$ cat config.mk
export PLATFORM = sky130hd
export DESIGN_NAME = uart_buf_ctrl_flat
export DESIGN_NICKNAME = d
export VERILOG_FILES = /design/src/rtl/uart_buf_pkg.sv /design/src/rtl/uart_buf_ctrl_if.sv /design/src/rtl/uart_buf_ctrl.sv /design/src/flat_wrapper.sv
export SDC_FILE = /design/constraint.sdc
export NUM_CORES = 1
export LEC_CHECK = 0
export ABC_AREA = 1
export ABC_CLOCK_PERIOD_IN_PS = 4100
export BUFFER_PORTS_ARGS = -buffer_cell sky130_fd_sc_hd__buf_2
export CORE_MARGIN = 3
export CORE_UTILIZATION = 47
export CTS_CLUSTER_DIAMETER = 100
export CTS_CLUSTER_SIZE = 12
export DETAILED_ROUTE_END_ITERATION = 12
export HOLD_SLACK_MARGIN = 0.02
export PLACE_DENSITY = 0.83
export SETUP_SLACK_MARGIN = 0.05
export SLEW_MARGIN = 40
export SYNTH_ARGS = -nofsm -noshare
export SYNTH_HDL_FRONTEND = slang
export SYNTH_SLANG_ARGS = --single-unit
$ cat constraint.sdc
create_clock -name clk -period 4.1 [get_ports clk]
set_clock_uncertainty 0.05 [all_clocks]
set_input_delay 1.23 -clock clk [delete_from_list [all_inputs] [get_ports clk]]
set_output_delay 1.23 -clock clk [all_outputs]
set_load 0.005 [all_outputs]
$ cat src/rtl/uart_buf_pkg.sv
// rtl/uart_buf_pkg.sv - default sizing and shared types for the UART ring buffer
package uart_buf_pkg;

    localparam int DATA_W    = 8;
    localparam int ADDR_W    = 4;
    localparam int BUF_DEPTH = 16;

    typedef logic [ADDR_W:0] level_t;

endpackage

$ cat src/rtl/uart_buf_ctrl_if.sv
// rtl/uart_buf_ctrl_if.sv - producer/consumer handshakes and RAM ports of the ring buffer
interface uart_buf_ctrl_if
    import uart_buf_pkg::*;
#(
    parameter int WIDTH      = DATA_W,
    parameter int ADDR_WIDTH = ADDR_W
);
    logic                  in_valid;
    logic                  in_ready;
    logic [WIDTH-1:0]      in_data;
    logic                  out_valid;
    logic                  out_ready;
    logic [WIDTH-1:0]      out_data;
    logic                  mem_we;
    logic [ADDR_WIDTH-1:0] mem_waddr;
    logic [WIDTH-1:0]      mem_wdata;
    logic                  mem_re;
    logic [ADDR_WIDTH-1:0] mem_raddr;
    logic [WIDTH-1:0]      mem_rdata;

    modport slave (
        input  in_valid, in_data, out_ready, mem_rdata,
        output in_ready, out_valid, out_data,
               mem_we, mem_waddr, mem_wdata, mem_re, mem_raddr
    );

    modport master (
        output in_valid, in_data, out_ready, mem_rdata,
        input  in_ready, out_valid, out_data,
               mem_we, mem_waddr, mem_wdata, mem_re, mem_raddr
    );

endinterface

$ cat src/rtl/uart_buf_ctrl.sv
// rtl/uart_buf_ctrl.sv - ring-buffer sequencer turning shared_mem into a first-word-fall-through FIFO
module uart_buf_ctrl
    import uart_buf_pkg::*;
#(
    parameter int WIDTH      = DATA_W,
    parameter int ADDR_WIDTH = ADDR_W,
    parameter int DEPTH      = BUF_DEPTH
) (
    input  logic                clk,
    input  logic                rst,
    input  logic                flush,
    input  logic                clr_ovr,
    uart_buf_ctrl_if.slave      bus,
    output logic [ADDR_WIDTH:0] level,
    output logic                full,
    output logic                empty,
    output logic                overrun
);
    localparam int CW = ADDR_WIDTH + 1;

    if (DEPTH != 2**ADDR_WIDTH) begin : g_depth_check
        $error("uart_buf_ctrl: DEPTH must equal 2**ADDR_WIDTH");
    end

    logic [ADDR_WIDTH-1:0] wptr_q, wptr_d;
    logic [ADDR_WIDTH-1:0] rptr_q, rptr_d;
    logic [CW-1:0]         mcount_q, mcount_d;
    logic                  out_valid_q, out_valid_d;
    logic                  overrun_q, overrun_d;
    logic                  push, pop, issue;
    logic [WIDTH-1:0]      wdata;

    assign level   = mcount_q + CW'(out_valid_q);
    assign full    = (level == CW'(DEPTH));
    assign empty   = (level == '0);
    assign overrun = overrun_q;

    assign bus.in_ready = !full && !flush;
    assign push  = bus.in_valid && bus.in_ready;
    assign pop   = out_valid_q && bus.out_ready;
    // mcount excludes this cycle's write, so a read never chases a same-cycle write
    assign issue = (mcount_q != '0) && (!out_valid_q || bus.out_ready) && !flush;

    assign wdata          = bus.in_data;
    assign bus.mem_we     = push;
    assign bus.mem_waddr  = wptr_q;
    assign bus.mem_wdata  = wdata;
    assign bus.mem_re     = issue;
    assign bus.mem_raddr  = rptr_q;
    assign bus.out_valid  = out_valid_q;
    assign bus.out_data   = bus.mem_rdata;

    always_comb begin
        wptr_d      = wptr_q;
        rptr_d      = rptr_q;
        mcount_d    = mcount_q;
        out_valid_d = out_valid_q;
        overrun_d   = overrun_q;

        if (flush) begin
            wptr_d      = '0;
            rptr_d      = '0;
            mcount_d    = '0;
            out_valid_d = 1'b0;
        end else begin
            if (push)  wptr_d = wptr_q + ADDR_WIDTH'(1);
            if (issue) rptr_d = rptr_q + ADDR_WIDTH'(1);
            mcount_d = mcount_q + CW'(push) - CW'(issue);
            if (issue)    out_valid_d = 1'b1;
            else if (pop) out_valid_d = 1'b0;
        end

        // a dropped write outranks a same-cycle clear
        if (clr_ovr) overrun_d = 1'b0;
        if (bus.in_valid && full && !flush) overrun_d = 1'b1;
    end

    always_ff @(posedge clk) begin
        if (rst) begin
            wptr_q      <= '0;
            rptr_q      <= '0;
            mcount_q    <= '0;
            out_valid_q <= 1'b0;
            overrun_q   <= 1'b0;
        end else begin
            wptr_q      <= wptr_d;
            rptr_q      <= rptr_d;
            mcount_q    <= mcount_d;
            out_valid_q <= out_valid_d;
            overrun_q   <= overrun_d;
        end
    end

endmodule

$ cat src/flat_wrapper.sv
// flat-port wrapper written by rule: the top's interface ports become plain ports
module uart_buf_ctrl_flat import uart_buf_pkg::*;
#(
    parameter int WIDTH      = DATA_W,
    parameter int ADDR_WIDTH = ADDR_W,
    parameter int DEPTH      = BUF_DEPTH
)
  (clk, rst, flush, clr_ovr, level, full, empty, overrun, bus_in_valid, bus_in_data, bus_out_ready, bus_mem_rdata, bus_in_ready, bus_out_valid, bus_out_data, bus_mem_we, bus_mem_waddr, bus_mem_wdata, bus_mem_re, bus_mem_raddr);
  uart_buf_ctrl_if #(.WIDTH(WIDTH), .ADDR_WIDTH(ADDR_WIDTH)) bus_i ();
  input  logic clk;
  input  logic rst;
  input  logic flush;
  input  logic clr_ovr;
  output logic [ADDR_WIDTH:0] level;
  output logic full;
  output logic empty;
  output logic overrun;
  input wire logic [$bits(bus_i.in_valid)-1:0] bus_in_valid;
  input wire logic [$bits(bus_i.in_data)-1:0] bus_in_data;
  input wire logic [$bits(bus_i.out_ready)-1:0] bus_out_ready;
  input wire logic [$bits(bus_i.mem_rdata)-1:0] bus_mem_rdata;
  output wire logic [$bits(bus_i.in_ready)-1:0] bus_in_ready;
  output wire logic [$bits(bus_i.out_valid)-1:0] bus_out_valid;
  output wire logic [$bits(bus_i.out_data)-1:0] bus_out_data;
  output wire logic [$bits(bus_i.mem_we)-1:0] bus_mem_we;
  output wire logic [$bits(bus_i.mem_waddr)-1:0] bus_mem_waddr;
  output wire logic [$bits(bus_i.mem_wdata)-1:0] bus_mem_wdata;
  output wire logic [$bits(bus_i.mem_re)-1:0] bus_mem_re;
  output wire logic [$bits(bus_i.mem_raddr)-1:0] bus_mem_raddr;
  assign bus_i.in_valid = bus_in_valid;
  assign bus_i.in_data = bus_in_data;
  assign bus_i.out_ready = bus_out_ready;
  assign bus_i.mem_rdata = bus_mem_rdata;
  assign bus_in_ready = bus_i.in_ready;
  assign bus_out_valid = bus_i.out_valid;
  assign bus_out_data = bus_i.out_data;
  assign bus_mem_we = bus_i.mem_we;
  assign bus_mem_waddr = bus_i.mem_waddr;
  assign bus_mem_wdata = bus_i.mem_wdata;
  assign bus_mem_re = bus_i.mem_re;
  assign bus_mem_raddr = bus_i.mem_raddr;
  uart_buf_ctrl #(.WIDTH(WIDTH), .ADDR_WIDTH(ADDR_WIDTH), .DEPTH(DEPTH)) u_core (.clk(clk), .rst(rst), .flush(flush), .clr_ovr(clr_ovr), .bus(bus_i), .level(level), .full(full), .empty(empty), .overrun(overrun));
endmodule
# Word level (Yosys, flattened, before mapping)
# Cells that the tools add are included.
totals:
  input_bits: 22
  ram_bits: 0
  wordCells: 31
  out_inout_bits: 36
  latchBits: 0
  mem_bits_ro: 0
  regBits: 15
  memories: 0
classes:
  magnitude_cmp: 0
  n_reduce_logical: 16
  addsub: 5
  bitwise_logic: 0
  multipliers: 0
  n_eq_ne: 1
  muxes: 4
  shifts: 0
  div: 0
ops:
  columns: ["operator", "n"]
  rows:
  - ["$add 5x1->5", 2]
  - ["$add 4x1->4 const B", 2]
  - ["$logic_and 1x1->1", 7]
  - ["$eq 5x5->1 const B", 1]
  - ["$logic_not 5->1", 1]
  - ["$reduce_bool 5->1", 1]
  - ["$sub 5x1->5", 1]
  - ["$mux 1", 4]
  - ["$reduce_bool 2->1", 2]
  - ["$logic_not 1->1", 3]
  - ["$reduce_or 2->1", 1]
  - ["$logic_or 1x1->1", 1]

# Depth between registers and ports, before layout
logic_depth:
  ltp_word: 7
  depth_mapped: 16
  mapped_depth_nobuf: 16

# Least setup slack after synthesis
# OpenSTA, ideal clock, no wires.
synth_path:
  kind: "in2reg"
  startpoint: "in bus_out_ready"
  endpoint: "reg u_core.mcount_q[4]"
  path_slack_ns: 1.028
  arrival_ns: 2.952
  path_stages: 12
  t_required_ns: 3.980
  setup_time_ns: 0.070
  path_buffers: 0
  path_cell_list: "nor2_1 nor2_1 nand2_1 inv_1 ha_1 inv_1 ha_1 inv_1 fa_1 o31ai_1 o21ai_0 a21oi_1"
synth_between:
  elab_chain_cells: 4
synth_rtl:
  columns: ["element", "line", "text"]
  rows:
  - ["start, declared", "flat_wrapper.sv:20", "input wire logic [$bits(bus_i.out_ready)-1:0] bus_out_ready;"]
  - ["$logic_or 1x1->1", "uart_buf_ctrl.sv:42", "assign issue = (mcount_q != '0) && (!out_valid_q || bus.out_ready) && !flush;"]
  - ["$logic_and 1x1->1 (2 in a row)", "uart_buf_ctrl.sv:42", null]
  - ["named net bus_mem_re", "flat_wrapper.sv:28", "output wire logic [$bits(bus_i.mem_re)-1:0] bus_mem_re;"]
  - ["$sub 5x1->5", "uart_buf_ctrl.sv:68", "mcount_d = mcount_q + CW'(push) - CW'(issue);"]
  - ["end signal, assigned", "uart_buf_ctrl.sv:88", "mcount_q <= mcount_d;"]
  - ["end, declared", "uart_buf_ctrl.sv:27", "logic [CW-1:0] mcount_q, mcount_d;"]
# The timed path passes the listed nets, and every way through them passes these cells.
# A chain may end at the register's enable or synchronous reset.

# Final worst setup path
layout_path:
  startpoint: "in flush"
  endpoint: "out bus_mem_re"
layout_between:
  elab_chain_cells: 2
layout_rtl:
  columns: ["element", "line", "text"]
  rows:
  - ["start, declared", "flat_wrapper.sv:12", "input logic flush;"]
  - ["$logic_not 1->1", "uart_buf_ctrl.sv:42", null]
  - ["$logic_and 1x1->1", "uart_buf_ctrl.sv:42", null]
  - ["end, declared", "flat_wrapper.sv:28", null]
# Every way passes these cells.

==> results.py <==
metrics = {
    "clocking": {
        "htreeDepth": 1,
        "cts_resized": 0,
        "clock_latency_ns": 0.29,
        "cts_tree": "yes",
        "cts_buffers": 3,
        "cts_sinks": 15,
        "root_buffer": "clkbuf_4",
        "clk_pin_slew_ns": 0.10,
        "cts_hold_buf": 0,
        "cts_buffer_depth": 2,
        "post_cts_buffers": 0,
    },
    "sta": {
        "drv_slew": 0,
        "slew_headroom": 0.7638,
        "rsz0062_at_grt": "no",
        "finalCritPeriodShare": 0.7828,
        "hold_viol": 0,
        "fmax_mhz": 311.6,
        "period_minus_slack_ns": 3.210,
        "worst_slew_pin_slew_ns": 0.3539,
        "whs_ns": 0.4282,
        "finalSetupViolations": 0,
        "final.setup.tns_ns": 0,
    },
    "floorplan": {
        "ios": 58,
        "chipWidth_um": 53.85,
        "rows": 16,
        "dieArea_um2": 2899,
        "start_util": 0.5218,
        "core_um2": 2062,
        "die_y_um": 53.85,
    },
    "synthesis": {
        "syn_area_per_cell_um2": 7.686,
        "synth.distinct_cells": 24,
        "synth_fp_nets": 175,
        "yosysWarnings": 0,
        "yosysSeqAreaShare": 0.2791,
        "syn_inst": 140,
        "synth-seq-cells": 15,
        "syn-cell-area_um2": 1076,
    },
    "detailed_routing": {
        "via_per_inst": 4.944,
        "postRouteAntennaNets": 0,
        "firstDrtPassIters": 4,
        "wl_um": 1978,
        "drc": 0,
        "post_drt_wl_per_cell_um": 10.99,
        "dr.first_iter.drc_count": 15,
        "vias": 890,
    },
    "power": {
        "peakVddDrop_uv": 276.0,
        "power.switching_uw": 297.1,
        "power_frac_seq": 0.308,
        "power_density_nw_per_um2": 577.5,
        "pwr-share-comb": 0.558,
        "internal_power_uw": 362.6,
        "power_frac_clock": 0.135,
        "power_leakage_uw": 0.0006021,
        "p_sw_frac": 0.4503,
    },
    "outcome": {
        "status": "finished clean",
    },
    "global_routing": {
        "grt_start_max_net_pins": 11,
        "antenna_found_initial": 0,
        "grtUsageTotal": 0.1546,
        "overflow": 0,
        "grt_pass1_vias": 810,
        "grt_pass1_wl_um": 3325,
    },
    "placed_design": {
        "gp_congestion": 0.8120,
        "port-buffer-count": 25,
        "detailed_place_hpwl_um": 1629,
    },
    "finish": {
        "multi_input_area_um2": 569.3,
        "fin_nets": 189,
        "syn2layout_area_growth_pct": 6.163,
        "fill_cells": 199,
        "final-seq-area_um2": 300.3,
        "drive_above_1_share": 0.2876,
        "num_antenna_cells": 0,
    },
    "setup_path": {
        "critical_path_peak_fanout": 7,
        "end_kind": "primary output",
        "required_ns": 2.82,
        "worstSetupStartpointType": "primary input",
        "cp.arrival_ns": 1.93,
        "worstSetupPathType": "primary input to primary output",
    },
    "min_path": {
        "hold_class": "register to register",
    },
    "run": {
        "cap_violations": 0,
    },
}
[path summary, 6_finish.rpt]
kind | from | endpoint | slack (ns) | depth (start not counted)
max | flush | bus_mem_re | 0.89 | 5
min | u_core.overrun$_SDFFE_PP0P_ | u_core.overrun$_SDFFE_PP0P_ | 0.43 | 2
max reg2reg | u_core.mcount_q[0]$_SDFF_PP0_ | u_core.mcount_q[4]$_SDFF_PP0_ | 1.13 | 15
min reg2reg | u_core.overrun$_SDFFE_PP0P_ | u_core.overrun$_SDFFE_PP0P_ | 0.43 | 2
[critical path: stages]
cell,delay (ns)
buf_2,0.14
nor2_1,0.11
nand2_1,0.11
inv_1,0.19
buf_2,0.15
[Yosys cell counts]
| cell type | number | area [um2] |
|---|---|---|
| nor3_1 | 1 | 5.000 |
| nor2_2 | 1 | 6.260 |
| nor2_4 | 2 | 22.52 |
| buf_4 | 16 | 120.1 |
| nand2_4 | 3 | 33.78 |
| o21ai_0 | 7 | 35.03 |
| fa_1 | 1 | 20.02 |
| o31ai_1 | 1 | 7.510 |
| a21oi_2 | 1 | 8.760 |
| inv_1 | 18 | 67.56 |
| xor2_1 | 1 | 8.760 |
| nand2_1 | 16 | 60.06 |
| dfxtp_1 | 15 | 300.3 |
| inv_2 | 5 | 18.77 |
| nand2_2 | 1 | 6.260 |
| a21oi_1 | 9 | 45.04 |
| ha_1 | 12 | 150.1 |
| nand3_2 | 2 | 20.02 |
| nand3b_1 | 1 | 7.510 |
| xnor2_1 | 3 | 26.28 |
| nand3_1 | 9 | 45.04 |
| and3_1 | 1 | 6.260 |
| nor2_1 | 13 | 48.80 |
| and2_1 | 1 | 6.260 |
[registers in the layout, indices dropped and copies added, names as in the netlist]
register and count:
u_core.bus.mem_raddr 4, u_core.bus.mem_waddr 4, u_core.bus.out_valid 1, u_core.mcount_q 5, u_core.overrun 1
[cells by family after synthesis]
| kind of cell | count (synthesis) | synth area share |
|---|---|---|
| adders and majority gates | 13 | 0.1581 |
| buffers and inverters | 39 | 0.1919 |
| and+or+nand+nor | 51 | 0.2488 |
| DFF | 15 | 0.2791 |
| AOI/OAI and AO/OA | 18 | 0.08953 |
| xor gates and xnor gates | 4 | 0.03256 |
[metrics by stage]
step	utilization	instances	total power (uW)	instance area (um2)	worst slack, ns
after floorplan	-	140	475.2	1076	1.028
after global placement	0.5407	176	560.7	1115	0.8275
after detailed placement	0.5407	176	577.9	1115	0.6678
after CTS	0.5540	180	667.6	1142	0.8842
after global routing	0.5540	180	726.9	1142	0.8031
final	0.5540	180	659.7	1142	0.8904
[layer usage]
layer	global-route usage	vias up	wire [um]
li1	-	454	-
met1	0.1906	397	872
met2	0.2581	32	923
met3	0.04155	7	148
met4	0.05106	0	34
met5	0	-	0
[power groups by stage]
| stage | Sequential [uW] | Clock (uW) | Combinational [uW] |
|---|---|---|---|
| after floorplan | 200 | 0 | 275 |
| final | 203 | 88.8 | 368 |
| after CTS | 203 | 91.8 | 373 |
| after detailed placement | 207 | 0 | 371 |
| after global placement | 205 | 0 | 356 |
| after global routing | 208 | 97.3 | 422 |
[area by class of cell]
cell class | count | share of cell area
clock buffer | 3 | 0.01972
clock inverter | 1 | 0.004381
inverter | 23 | 0.07557
multi-input combinational | 86 | 0.4984
sequential | 15 | 0.2629
tap | 27 | 0.02957
timing repair buffer | 25 | 0.1095
[placed cells by master, fill, tap and decap left out]
cell type	instances
buf_2	25
inv_1	18
nand2_1	16
dfxtp_1	15
nor2_1	13
ha_1	12
nand3_1	9
a21oi_1	9
o21ai_0	7
inv_2	5
nand2_4	3
xnor2_1	3
clkbuf_4	3
nand3_2	2
nor2_4	2
nand2_2	1
and2_1	1
nor3_1	1
nor2_2	1
xor2_1	1
nand3b_1	1
a21oi_2	1
o31ai_1	1
and3_1	1
fa_1	1
clkinv_2	1
Power figures use the tool's default switching activity.
